==> config.mk <==
export PLATFORM = sky130hd
export DESIGN_NAME = axist_csr_responder
export DESIGN_NICKNAME = d
export VERILOG_FILES = /design/src/rtl/axist_csr_responder.sv
export SDC_FILE = /design/constraint.sdc
export NUM_CORES = 1
export LEC_CHECK = 0
export ABC_CLOCK_PERIOD_IN_PS = 17090
export CORE_ASPECT_RATIO = 1.2
export CORE_MARGIN = 3
export CORE_UTILIZATION = 52
export CTS_BUF_LIST = sky130_fd_sc_hd__clkbuf_8
export DETAILED_ROUTE_END_ITERATION = 8
export PLACE_DENSITY = 0.89
export RECOVER_POWER = 50
export SLEW_MARGIN = 15
export SYNTH_ARGS = -nofsm -noshare
export SYNTH_HDL_FRONTEND = slang
export SYNTH_SLANG_ARGS = --single-unit
==> constraint.sdc <==
create_clock -name mgmt_clk -period 17.09 [get_ports mgmt_clk]
set_clock_uncertainty 0.05 [all_clocks]
set_input_delay 3.418 -clock mgmt_clk [delete_from_list [all_inputs] [get_ports mgmt_clk]]
set_output_delay 3.418 -clock mgmt_clk [all_outputs]
set_load 0.02 [all_outputs]
==> src/rtl/axist_csr_responder.sv <==
// Avalon-MM CSR responder for the AXI-Stream-over-AIB test harness: decodes the
// BASE_ADDR register window and drives delay, AXI-reset and packet-generator controls.
module axist_csr_responder #(
    parameter logic [31:0] BASE_ADDR      = 32'h5000_0000,
    parameter logic [31:0] UNMAPPED_RDATA = 32'h0000_0000
) (
    input  logic        mgmt_clk,
    input  logic        rst,
    input  logic [31:0] i_address,
    input  logic        i_write,
    input  logic        i_read,
    input  logic [31:0] i_writedata,
    output logic [31:0] o_readdata,
    output logic        o_readdatavalid,
    output logic        o_waitrequest,
    input  logic [3:0]  i_linkup,
    input  logic [3:0]  i_ckr_sts,
    input  logic [63:0] i_dout_first,
    input  logic [63:0] i_dout_last,
    input  logic [63:0] i_din_first,
    input  logic [63:0] i_din_last,
    output logic [7:0]  o_delay_x,
    output logic [7:0]  o_delay_y,
    output logic [15:0] o_delay_z,
    output logic        o_axi_rst,
    output logic        o_tx_start,
    output logic [2:0]  o_tx_mode,
    output logic [7:0]  o_tx_pkt_cnt
);

    typedef enum logic [1:0] {
        IDLE    = 2'd0,
        ACCESS  = 2'd1,
        RESP    = 2'd2,
        RELEASE = 2'd3
    } state_t;

    state_t      state;
    state_t      state_nxt;

    logic [31:0] addr_q;
    logic [15:0] wdata_q;
    logic        is_write;
    logic        is_read;

    logic        base_hit;
    logic [15:0] offset;
    logic        cap_hit;
    logic [1:0]  cap_idx;
    logic        cap_hi;
    logic [63:0] cap_src [4];
    logic [31:0] shadow  [4];
    logic [31:0] rd_mux;

    logic        commit;
    logic        read_done;

    // NOTE: sequential state uses non-blocking (<=) so every flop samples pre-edge values.
    always_ff @(posedge mgmt_clk or posedge rst) begin
        if (rst) state <= IDLE;
        else     state <= state_nxt;
    end

    // NOTE: every always_comb output gets a default first so no path can infer a latch.
    always_comb begin
        state_nxt = state;
        case (state)
            IDLE:    if (i_write || i_read) state_nxt = ACCESS;
            ACCESS:  state_nxt = RESP;
            RESP:    state_nxt = RELEASE;
            RELEASE: if (!i_write && !i_read) state_nxt = IDLE;
            default: state_nxt = IDLE;
        endcase
    end

    // Write has priority when both strobes are high; the read is simply dropped.
    always_ff @(posedge mgmt_clk or posedge rst) begin
        if (rst) begin
            addr_q   <= '0;
            wdata_q  <= '0;
            is_write <= 1'b0;
            is_read  <= 1'b0;
        end else if (state == IDLE && (i_write || i_read)) begin
            addr_q   <= i_address;
            wdata_q  <= i_writedata[15:0];
            is_write <= i_write;
            is_read  <= !i_write;
        end
    end

    always_comb begin
        base_hit   = (addr_q[31:16] == BASE_ADDR[31:16]);
        offset     = addr_q[15:0];
        cap_hit    = base_hit && (offset[15:10] == 6'b010000) && (offset[7:3] == 5'd0)
                     && (offset[1:0] == 2'd0);
        cap_idx    = offset[9:8];
        cap_hi     = offset[2];
        cap_src[0] = i_dout_first;
        cap_src[1] = i_dout_last;
        cap_src[2] = i_din_first;
        cap_src[3] = i_din_last;
        commit     = (state == ACCESS) && is_write && base_hit;
        read_done  = (state == ACCESS) && is_read;
    end

    always_comb begin
        rd_mux = UNMAPPED_RDATA;
        if (cap_hit) begin
            rd_mux = cap_hi ? shadow[cap_idx] : cap_src[cap_idx][31:0];
        end else if (base_hit) begin
            case (offset)
                16'h1000: rd_mux = {20'd0, o_tx_pkt_cnt, o_tx_mode, 1'b0};
                16'h1004: rd_mux = {28'd0, i_ckr_sts};
                16'h1008: rd_mux = {28'd0, i_linkup};
                16'h2000: rd_mux = {24'd0, o_delay_x};
                16'h2004: rd_mux = {24'd0, o_delay_y};
                16'h2008: rd_mux = {16'd0, o_delay_z};
                16'h3000: rd_mux = {31'd0, o_axi_rst};
                default:  rd_mux = UNMAPPED_RDATA;
            endcase
        end
    end

    // Writes commit on the edge into RESP so new values and the start pulse show up during RESP.
    always_ff @(posedge mgmt_clk or posedge rst) begin
        if (rst) begin
            o_delay_x    <= '0;
            o_delay_y    <= '0;
            o_delay_z    <= '0;
            o_axi_rst    <= 1'b0;
            o_tx_start   <= 1'b0;
            o_tx_mode    <= '0;
            o_tx_pkt_cnt <= '0;
        end else begin
            o_tx_start <= 1'b0;
            if (commit) begin
                case (offset)
                    16'h1000: begin
                        o_tx_start   <= wdata_q[0];
                        o_tx_mode    <= wdata_q[3:1];
                        o_tx_pkt_cnt <= wdata_q[11:4];
                    end
                    16'h2000: o_delay_x <= wdata_q[7:0];
                    16'h2004: o_delay_y <= wdata_q[7:0];
                    16'h2008: o_delay_z <= wdata_q;
                    16'h3000: o_axi_rst <= wdata_q[0];
                    default:  ;
                endcase
            end
        end
    end

    // NOTE: the shadow words are few and must read 0 before any low-word read, so they are reset.
    always_ff @(posedge mgmt_clk or posedge rst) begin
        if (rst) begin
            for (int i = 0; i < 4; i++) shadow[i] <= '0;
        end else if (read_done && cap_hit && !cap_hi) begin
            shadow[cap_idx] <= cap_src[cap_idx][63:32];
        end
    end

    // Response flops: waitrequest drops and readdatavalid rises only for the RESP cycle.
    always_ff @(posedge mgmt_clk or posedge rst) begin
        if (rst) begin
            o_waitrequest   <= 1'b1;
            o_readdatavalid <= 1'b0;
            o_readdata      <= '0;
        end else begin
            o_waitrequest   <= (state != ACCESS);
            o_readdatavalid <= read_done;
            if (read_done) o_readdata <= rd_mux;
        end
    end

endmodule

### Word level (Yosys, flattened, before mapping)

Cells that the tools add are included.

| word-level totals | value |
|---|---|
| register bits | 259 |
| input bits | 332 |
| word-level logic and storage cells | 79 |
| output and inout port bits | 79 |

| cells by class | value |
|---|---|
| reduce and logical (&&, ||, !) cells | 24 |
| eq/ne operators | 15 |
| order comparisons | 2 |
| bitwise operators | 1 |
| mux-type cells | 18 |

Operators with widths:

| operator | count |
|---|---|
| 32-bit two-way mux | 5 |
| 64-bit binary-select mux with 2-bit select | 1 |
| 128-bit bitwise mux | 1 |
| 64-bit two-way mux | 2 |
| 16-bit one-hot mux with 7 select lines | 1 |
| 32-bit binary-select mux with 2-bit select | 1 |
| 32-bit demux with 2-bit select | 1 |
| 16-bit by 14-bit == test with 1-bit output, second input constant | 4 |
| 16-bit by 13-bit == test with 1-bit output, second input constant | 3 |
| 16-bit by 15-bit == test with 1-bit output, second input constant | 1 |
| 16-bit two-way mux | 1 |
| 2-bit AND reduction | 6 |
| 1-bit logical AND | 11 |
| 2-bit one-hot mux with 4 select lines | 1 |
| 6-bit by 5-bit == test with 1-bit output, second input constant | 1 |
| 5-bit logical NOT | 1 |
| 2-bit == test, second input constant | 2 |
| 2-bit logical NOT | 2 |
| 2-bit two-way mux | 2 |
| 2-bit by 1-bit != test with 1-bit output, second input constant | 2 |
| 3-bit >= comparator, second input constant | 1 |
| 1-bit logical NOT | 3 |
| 3-bit by 1-bit < comparator with 1-bit output, second input constant | 1 |
| 2-bit inverter with 3-bit output | 1 |
| other kinds (4) | 5 |

### Longest topological paths before layout

| depth | value |
|---|---|
| depth in word-level cells | 6 |
| depth in mapped cells | 9 |
| depth with buffers taken out | 6 |

### Worst setup path after synthesis

OpenSTA, ideal clock, no wires.

| timing path | value |
|---|---|
| path type | in2reg |
| start point | in i_write |
| end point | reg addr_q[0] |
| path slack | 12,192 ps |
| setup time | 125 ps |
| buffers on the path | 2 |
| stages on the path | 4 |
| arrival time | 4,723 ps |
| data required time | 16,915 ps |
| cells stage by stage | o21ai_0 > clkbuf_1 > buf_1 > mux2_2 |

| between the ends | value |
|---|---|
| word-level cells in the longest chain between the ends | 2 |

RTL lines:

| element | line | RTL |
|---|---|---|
| start: declaration | 10 | `input logic i_write,` |
| 1-bit logical OR | 83 | `end else if (state == IDLE && (i_write \|\| i_read)) begin` |
| 1-bit logical AND | 83 |  |
| end signal: assignment | 84 | `addr_q <= i_address;` |
| end: declaration | 41 | `logic [31:0] addr_q;` |

Every way passes these cells.
A chain may end at the register's enable or synchronous reset.

==> flow_metrics.py <==
metrics = {
    "outcome": {
        "status": "complete, but fails checks",
        "violations": "capacitance limit, slew limit",
    },
    "timing": {
        "hold_violations": 0,
        "rsz0062_at_grt": "false",
        "max_slew_margin_pct": -279,
        "fmax_mhz": 121,
        "setup_violations": 0,
        "worst_slew_pin_slew_ns": 5.65,
        "finalCriticalPeriod_ns": 8.24,
        "fin_setup_tns_ns": 0,
        "min_period_over_period_pct": 48.2,
        "report.final.slew_viol_count": 401,
    },
    "final_layout": {
        "layoutNonFillerInstCount": 1565,
        "drive_gt1_share_pct": 27.1,
        "final_util_pct": 74.1,
        "design_area_um2": 17300,
        "nets": 1554,
        "syn_to_final_growth_pct": 39.0,
    },
    "floorplan": {
        "start_util_pct": 53.3,
        "die-area_um2": 25900,
        "ios": 411,
        "die_x_um": 147,
        "rows": 61,
        "coreArea_um2": 23400,
        "dieHeight_um": 176,
    },
    "critical_path": {
        "cpLargestDelayFamily": "buffers and inverters",
        "crit_slowest_cell": "clkinvlp_2",
        "crit_type": "input port to asynchronous set/reset pin",
        "cp_max_fo": 130,
        "cp_slowest_stage_delay_ns": 3.14,
        "worstPathArrival_ns": 7.15,
        "cp_num_buf_inv": 2,
        "endpoint_kind": "asynchronous set/reset pin",
        "path_cells": "dlygate4sd3_1, clkinvlp_2",
        "required_ns": 16.00,
        "cp-start-kind": "input port",
    },
    "placed_design": {
        "port_buffers": 394,
        "dp_hpwl_mm": 28.5,
        "place_inst": 1488,
        "post_dp_cell_area_um2": 16700,
        "routabilityCongestion": 0.914,
    },
    "detailed_routing": {
        "viasPerCell": 5.92,
        "ant_nets": 0,
        "vias": 9260,
        "routed_wl_mm": 38.5,
        "drc_errors": 0,
        "dr.pass1.iters": 6,
        "wl_per_cell_um": 24.6,
        "drt_iter0_drc": 618,
    },
    "synthesis": {
        "ys_ff_latch": 259,
        "ys_seq_area_share_pct": 52.0,
        "synthArstFlopShare_pct": 100,
        "synth_area_leaders": "dfrtp_1 52%, mux2_2 19%, mux4_2 12%",
        "syn_inst": 827,
        "syn_nets": 1163,
        "syn_avg_cell_area_um2": 15.1,
        "synth_edf_count": 0,
        "ys_warn_count": 0,
        "synth_area_um2": 12500,
        "synth-main-ff-cell": "dfrtp_1",
        "synth_cell_type_count": 48,
        "synth.largest_area_cell": "dfrtp_1",
        "synth_top_area_share_pct": 51.8,
    },
    "cts": {
        "cts_num_sinks": 259,
        "clk_latency_ns": 0.53,
        "cts.htree.levels": 2,
        "numCtsBuffers": 43,
        "cts_tree": "done",
        "cts_setup_buffers": 0,
        "clk_pin_slew_worst_paths_ns": 0.06,
        "cts.path.max_buffers": 3,
        "clockRootBuffer": "clkbuf_8",
        "post_cts_resized": 0,
        "holdBufCountCts": 0,
    },
    "pwr": {
        "total_power_uw": 1900,
        "power.density_nw_per_um2": 110,
        "p_leak_uw": 0.00764,
        "ir_drop_mv": 0.102,
    },
    "job": {
        "maxCapViolations": 10,
    },
    "grt": {
        "grt_max_degree": 131,
        "track_usage_pct": 29.6,
        "grt_pass1_wl_mm": 58.4,
        "antenna_found_initial": 6,
        "first_global_vias": 9881,
        "gr-total-overflow": 0,
    },
    "hold_path": {
        "hp-class": "flip-flop to flip-flop",
    },
}
-- cells in the final DEF, fill, tap and decap left out, types with 2 or more instances in the layout --
master             n
o22a_1             4
a22o_1             4
nor2_1             6
o41ai_1            4
o41a_1             8
clkbuf_1           7
a21oi_1            4
a211oi_1           4
clkdlybuf4s50_1  385
o211ai_1           4
a22oi_1           12
mux2_1            24
nor2b_1            5
inv_1             24
nand2_1           36
nor4_4             4
buf_4              6
nor4_1             8
a32o_1             2
nor4b_4            2
mux2_2           198
or4_1              4
dlygate4sd3_1      9
nor3_1             6
or3_1              2
dfrtp_2            2
mux2i_1           36
o21ai_0           20
clkbuf_8          52
nand3b_1           3
nor4b_1            4
diode_2            4
mux4_2            64
a21o_1             4
nand2b_1           3
and3_1             3
dfrtp_1          255
ha_1               4
nand4_1            5
o31ai_1            5
-- metal layers --
metal,wire (um),vias up,track usage [%]
met2,19700,453,50.6
met5,27,-,0
li1,-,3946,-
met4,1430,4,10.5
met1,14100,4764,36.5
met3,3260,93,7.74
-- metrics by stage --
stage / hold slack [ns] / worst slack (ns)
floorplan: 0.403 / 6.50
global placement: 0.412 / 11.45
detailed placement: 0.424 / 11.45
CTS: 0.438 / 11.92
global route: 0.458 / 7.85
finish: 0.435 / 8.85
-- sequential cells by signal (all words and copies together), names as in the netlist, 2 cells and up --
name,count
addr_q,32
o_delay_x,8
o_delay_y,8
o_delay_z,16
o_readdata,32
o_tx_mode,3
o_tx_pkt_cnt,8
shadow,128
state,2
wdata_q,16
-- Yosys cell counts (5+ instances only) --
master / n
buf_2: 27
mux4_2: 64
nor4_4: 7
nor2_1: 6
o21ai_0: 21
mux2_1: 8
mux2i_1: 36
nor2b_1: 5
clkbuf_1: 24
mux2_2: 206
mux2_4: 8
buf_1: 6
o41a_1: 8
inv_1: 5
dfrtp_1: 258
nand4_1: 5
nor3_1: 6
a22oi_1: 12
o31ai_1: 5
nand2_1: 37
-- power by group --
| group | internal, uW | switching (uW) | leakage [uW] |
|---|---|---|---|
| Combinational | 328 | 296 | 0.00365 |
| Sequential | 688 | 86.7 | 0.00350 |
| Clock | 272 | 233 | 0.000484 |
-- final timing paths --
| kind | startpoint | endpoint | slack, ns | depth (start not counted) |
|---|---|---|---|---|
| min in group asynchronous | rst | addr_q[29] | 5.04 | 2 |
| max in group mgmt_clk | addr_q[2] | o_delay_z[7] | 11.52 | 6 |
| min | o_readdata[20] | o_readdata[20] | 0.43 | 2 |
| max | rst | addr_q[8] | 8.85 | 2 |
| min reg2reg | o_readdata[20] | o_readdata[20] | 0.43 | 2 |
| max reg2reg | addr_q[2] | o_delay_z[7] | 11.52 | 6 |
-- cell families after synthesis --
logic type	Yosys count	synth area share [%]
mux	322	34.8
flops	259	52.0
simple gates	97	5.65
compound gates	79	4.70
buf+inv	66	2.44
fa+ha+maj	4	0.402
-- cell type report --
cell class                 instances  area, um^2
fill                            1553        6040
clock inverter                    21        80.1
timing repair buffer             407        4020
multi-input combinational        502        5590
tap                              315         394
sequential                       259        6490
clock buffer                      52         716
antenna                            4        10.0
inverter                           5        20.0
Note: power is estimated with default switching activity, not from simulation.
==> edit 1: new RTL, same settings <==
Put one more register stage on the output `o_tx_pkt_cnt`, with the module's reset. The value now appears one clock later. The other outputs are not delayed to match.
--- a/src/rtl/axist_csr_responder.sv
+++ b/src/rtl/axist_csr_responder.sv
@@ -36,2 +36,4 @@
     } state_t;
+
+    logic [7:0] o_tx_pkt_cnt_s0;
 
@@ -111,3 +113,3 @@
             case (offset)
-                16'h1000: rd_mux = {20'd0, o_tx_pkt_cnt, o_tx_mode, 1'b0};
+                16'h1000: rd_mux = {20'd0, o_tx_pkt_cnt_s0, o_tx_mode, 1'b0};
                 16'h1004: rd_mux = {28'd0, i_ckr_sts};
@@ -132,3 +134,3 @@
             o_tx_mode    <= '0;
-            o_tx_pkt_cnt <= '0;
+            o_tx_pkt_cnt_s0 <= '0;
         end else begin
@@ -140,3 +142,3 @@
                         o_tx_mode    <= wdata_q[3:1];
-                        o_tx_pkt_cnt <= wdata_q[11:4];
+                        o_tx_pkt_cnt_s0 <= wdata_q[11:4];
                     end
@@ -174,2 +176,10 @@
 
+    always_ff @(posedge mgmt_clk or posedge rst) begin
+        if (rst) begin
+            o_tx_pkt_cnt <= '0;
+        end else begin
+            o_tx_pkt_cnt <= o_tx_pkt_cnt_s0;
+        end
+    end
+
 endmodule
Check against the original RTL: not equivalent (Yosys sat finds a counterexample within 4 cycles, from zero or initial values and one cycle with rst high).
==> edit 1 against the unedited design <==
Wire length shrank 1.3%; non-clock buffer count fell by 5; synthesized cell count rose by 33%; worst setup slack got worse by 280 ps; the flow still finishes with violations (max-capacitance violations, max-slew violations); register-to-register slack lost 40 ps; cell area is 4.5% higher; final cell count increased by 16%; combinational power rose by 13%; critical endpoint is now shadow[37]$_DFFE_PP0P_; sequential cell count rose by 8; highest routed layer unchanged; area after synthesis rose by 5.4%; total power increased by 9.9%.
==> edit 1: results (changes against the unedited design) <==
| Metric | Value |
|---|---|
| Status | `complete, but fails checks (unchanged)` |
| Violated checks | `max-capacitance violations, max-slew violations (unchanged)` |
| Gate Count Post-Synth | `1100 (was 827)` |
| Leakage power | `7.89 nW (was 7.64 nW)` |
| Normalized max-slew margin | `-276% (was -279%)` |
| Min cycle time layout | `8520 ps (was 8240 ps)` |
| Global-route wire length before repair | `59.5 mm (was 58.4 mm)` |
| Placement Setup Slack | `10670 ps (was 11450 ps)` |
| Number of detailed-route iterations in the first pass | `5 (was 6)` |
| Fill count | `1702 (was 1553)` |
| Buffering overhead | `22.1% (was 23.2%)` |
| GPL Wtd Cong | `0.824 (was 0.914)` |
| Global Route met3 Usage | `5.51% (was 7.74%)` |
| Min-Delay Startpoint | `o_tx_pkt_cnt_s0[7]$_DFFE_PP0P_ (was o_readdata[20]$_DFFE_PP0P_)` |
| 1st-iter DRT viols | `713 (was 618)` |
| Cells after DPL | `1745 (was 1488)` |
| Adder-Cell Fraction of Synth Area | `0.381% (was 0.402%)` |
| Total GRT Usage | `27.8% (was 29.6%)` |
| Post-Syn Nets | `1436 (was 1163)` |
| Multi-input logic area | `6080 um2 (was 5590 um2)` |
| Commonest cells in the netlist | `dfrtp_1, nand2_1, o21ai_0 (was dfrtp_1, mux2_2, mux4_2)` |
| Die area | `27200 um2 (was 25900 um2)` |
| Seq/Total Area, Yosys | `50.9% (was 52.0%)` |
| Met2 Track Usage GR | `46.7% (was 50.6%)` |
| Final Hold Slack | `343 ps (was 435 ps)` |
| Register area | `6690 um2 (was 6490 um2)` |
| Largest net degree at the start of global routing | `132 (was 131)` |
| Arrival time at the worst endpoint | `9020 ps (was 7150 ps)` |
| Hold Path Sink | `o_tx_pkt_cnt[7]$_DFF_PP0_ (was o_readdata[20]$_DFFE_PP0P_)` |
| Reg2Reg Depth | `5 (was 6)` |
| Hold depth | `0 (was 2)` |
| Max-cap viol count | `3 (was 10)` |
| Worst vdd ir | `103 uV (was 102 uV)` |
| Layout Utilization | `73.1% (was 74.1%)` |
| Final Max Tran Viols | `199 (was 401)` |
| Seq_cells | `267 (was 259)` |
| Clk_buf instances | `55 (was 52)` |
| Fin cells | `1823 (was 1565)` |
| Switch share | `33.7% (was 32.3%)` |
| Worst-path fanout max | `131 (was 130)` |
| Final clock-cell share | `4.84% (was 4.60%)` |
[edit 1: cell count changes after synthesis, moves of 10 or more]
cell       delta
clkbuf_1     +30
a2bb2oi_1    +10
nand2_1     +152
buf_2        -14
o21ai_0     +160
mux2i_1      +38
mux2_2       -92
[edit 1: worst max-delay path, stage by stage]
cell	delay, ps
dlygate4sd3_1	540
clkinvlp_2	3080
buf_4	1090
buf_4	790
[edit 1: power groups by stage]
| stage | Combinational, mW | Clock (mW) | Sequential [mW] |
|---|---|---|---|
| 3_3_place_gp | 0.684 | 0 | 0.841 |
| 4_1_cts | 0.707 | 0.565 | 0.838 |
| 6_report | 0.702 | 0.556 | 0.836 |
| 2_1_floorplan | 0.566 | 0 | 0.754 |
| 5_1_grt | 0.763 | 0.595 | 0.851 |
| 3_5_place_dp | 0.703 | 0 | 0.848 |
==> edit 2: new RTL, same flow settings <==
Without the edit above. The 4 states of `state_t` get a one-hot encoding in 4 bits.
--- a/src/rtl/axist_csr_responder.sv
+++ b/src/rtl/axist_csr_responder.sv
@@ -30,7 +30,7 @@
 
-    typedef enum logic [1:0] {
-        IDLE    = 2'd0,
-        ACCESS  = 2'd1,
-        RESP    = 2'd2,
-        RELEASE = 2'd3
+    typedef enum logic [3:0] {
+        IDLE    = 4'b0001,
+        ACCESS  = 4'b0010,
+        RESP    = 4'b0100,
+        RELEASE = 4'b1000
     } state_t;
Function: no difference found for any inputs over 4 cycles, from zero or initial values and one cycle with rst high; so few cycles prove little.
==> edit 2 against the unedited design <==
The run still ends with max-capacitance violations, max-slew violations left; area after synthesis shrank 1.5%; via count down 0.87%; fmax grew 11%; total power increased by 10%; worst setup slack better by 840 ps; sequential cell count grew 2; count of clock-buffer cells in the layout decreased by 1; cell area decreased by 0.58%; wire length decreased by 0.98%; final cell count is 0.13% higher; critical path type unchanged; largest power group unchanged; highest routed layer unchanged.
==> edit 2: results (changes against the unedited design) <==
| Metric | Value |
|---|---|
| Status | `complete, but fails checks (unchanged)` |
| Violated checks | `max-capacitance violations, max-slew violations (unchanged)` |
| Adder-Cell Fraction of Synth Area | `0% (was 0.402%)` |
| 1st-iter DRT viols | `613 (was 618)` |
| Post-DP Area | `16400 um2 (was 16700 um2)` |
| Top post-synthesis cells by area | `dfrtp_1, mux2_2, mux4_2 (unchanged)` |
| Largest net degree at the start of global routing | `117 (was 131)` |
| Ratio of cells with drive above 1 in the final layout | `29.0% (was 27.1%)` |
| Arrival time at the worst endpoint | `7860 ps (was 7150 ps)` |
| Setup violators final | `0 (unchanged)` |
| Period utilization | `43.3% (was 48.2%)` |
| Dpl hpwl | `27.2 mm (was 28.5 mm)` |
| Fill count | `1505 (was 1553)` |
| Global-route wire length before repair | `58.3 mm (was 58.4 mm)` |
| Clk buf depth | `3 (unchanged)` |
| Final Max Tran Viols | `352 (was 401)` |
| Tightest Pin Transition | `5130 ps (was 5650 ps)` |
| Slowest stage delay, CP | `2850 ps (was 3140 ps)` |
| Xor/xnor share of the synthesized area | `0% (unchanged)` |
| Synth unique cells | `43 (was 48)` |
| Mux share of post-synthesis cell area | `35.2% (was 34.8%)` |
| Asr flop ratio synth | `100% (unchanged)` |
| Max-cap viol count | `8 (was 10)` |
| Leakage power | `7.50 nW (was 7.64 nW)` |
| Post-Syn Nets | `1161 (was 1163)` |
| CTS H-tree lvls | `2 (unchanged)` |
| Number of global-route vias before repair | `9995 (was 9881)` |
| GPL Wtd Cong | `0.861 (was 0.914)` |
| Gate Count Post-Synth | `829 (was 827)` |
| Switch Pwr | `677 uW (was 616 uW)` |
| Number of detailed-route iterations in the first pass | `5 (was 6)` |
| Vias | `9179 (was 9260)` |
| Synth Area in Compound Gates | `4.25% (was 4.70%)` |
| Placement Setup Slack | `11320 ps (was 11450 ps)` |
| Cells after DPL | `1486 (was 1488)` |
| Final Hold Slack | `430 ps (was 435 ps)` |
| TritonCTS Buffers | `42 (was 43)` |
| Seq/Total Area, Yosys | `53.3% (was 52.0%)` |
| Commonest cells in the netlist | `dfrtp_1, mux2_2, mux4_2 (unchanged)` |
| WL/cell | `24.3 um (was 24.6 um)` |
| Via density per instance | `5.86 (was 5.92)` |
| Worst-path fanout max | `116 (was 130)` |
| Worst vdd ir | `70.4 uV (was 102 uV)` |
| Nets | `1552 (was 1554)` |
| Antenna violations before repair | `12 (was 6)` |
| Total GRT Usage | `29.5% (was 29.6%)` |
| I/O Buffers | `394 (unchanged)` |
[edit 2: worst paths after layout]
check	from	end	cells past startpoint
max in group mgmt_clk	state[3]$_DFFE_PP0P_	shadow[102]$_DFFE_PP0P_	6
worst min register to register	o_readdata[17]$_DFFE_PP0P_	o_readdata[17]$_DFFE_PP0P_	2
min in group asynchronous	rst	shadow[100]$_DFFE_PP0P_	2
worst max-delay path	rst	addr_q[9]$_DFFE_PP0P_	3
worst min-delay path	o_readdata[17]$_DFFE_PP0P_	o_readdata[17]$_DFFE_PP0P_	2
worst max register to register	state[3]$_DFFE_PP0P_	shadow[102]$_DFFE_PP0P_	6
[edit 2: kinds of logic after synthesis]
family | Yosys count
AO/OA/AOI/OAI | 83
flip-flops | 261
multiplexers | 322
AND/OR/NAND/NOR | 100
buffers and inverters | 63
[edit 2: metal layers]
metal  vias to the layer above  GRT usage (%)  part of all wire [%]
met2                       431           51.6                    52
met3                        97           7.77                   7.6
met5                         -              0                  0.16
met4                         8           11.1                   3.7
li1                       3940              -                     -
met1                      4703           35.0                    36
[edit 2: power by group through the flow]
stage | registers (mW) | clock network [mW] | logic (mW)
2_1_floorplan | 0.821 | 0 | 0.464
3_3_place_gp | 0.832 | 0 | 0.714
3_5_place_dp | 0.840 | 0 | 0.727
4_1_cts | 0.830 | 0.552 | 0.731
5_1_grt | 0.844 | 0.579 | 0.769
6_report | 0.830 | 0.542 | 0.721
[edit 2: layout make-up]
type / count / area, um2 / area share, %
Sequential cell: 261 / 6540 / 38.0
Multi-Input combinational cell: 505 / 5390 / 31.3
Timing Repair Buffer: 405 / 4020 / 23.3
Clock buffer: 51 / 702 / 4.08
Tap cell: 310 / 388 / 2.25
Clock inverter: 22 / 145 / 0.843
Inverter: 5 / 20.0 / 0.116
Antenna cell: 8 / 20.0 / 0.116
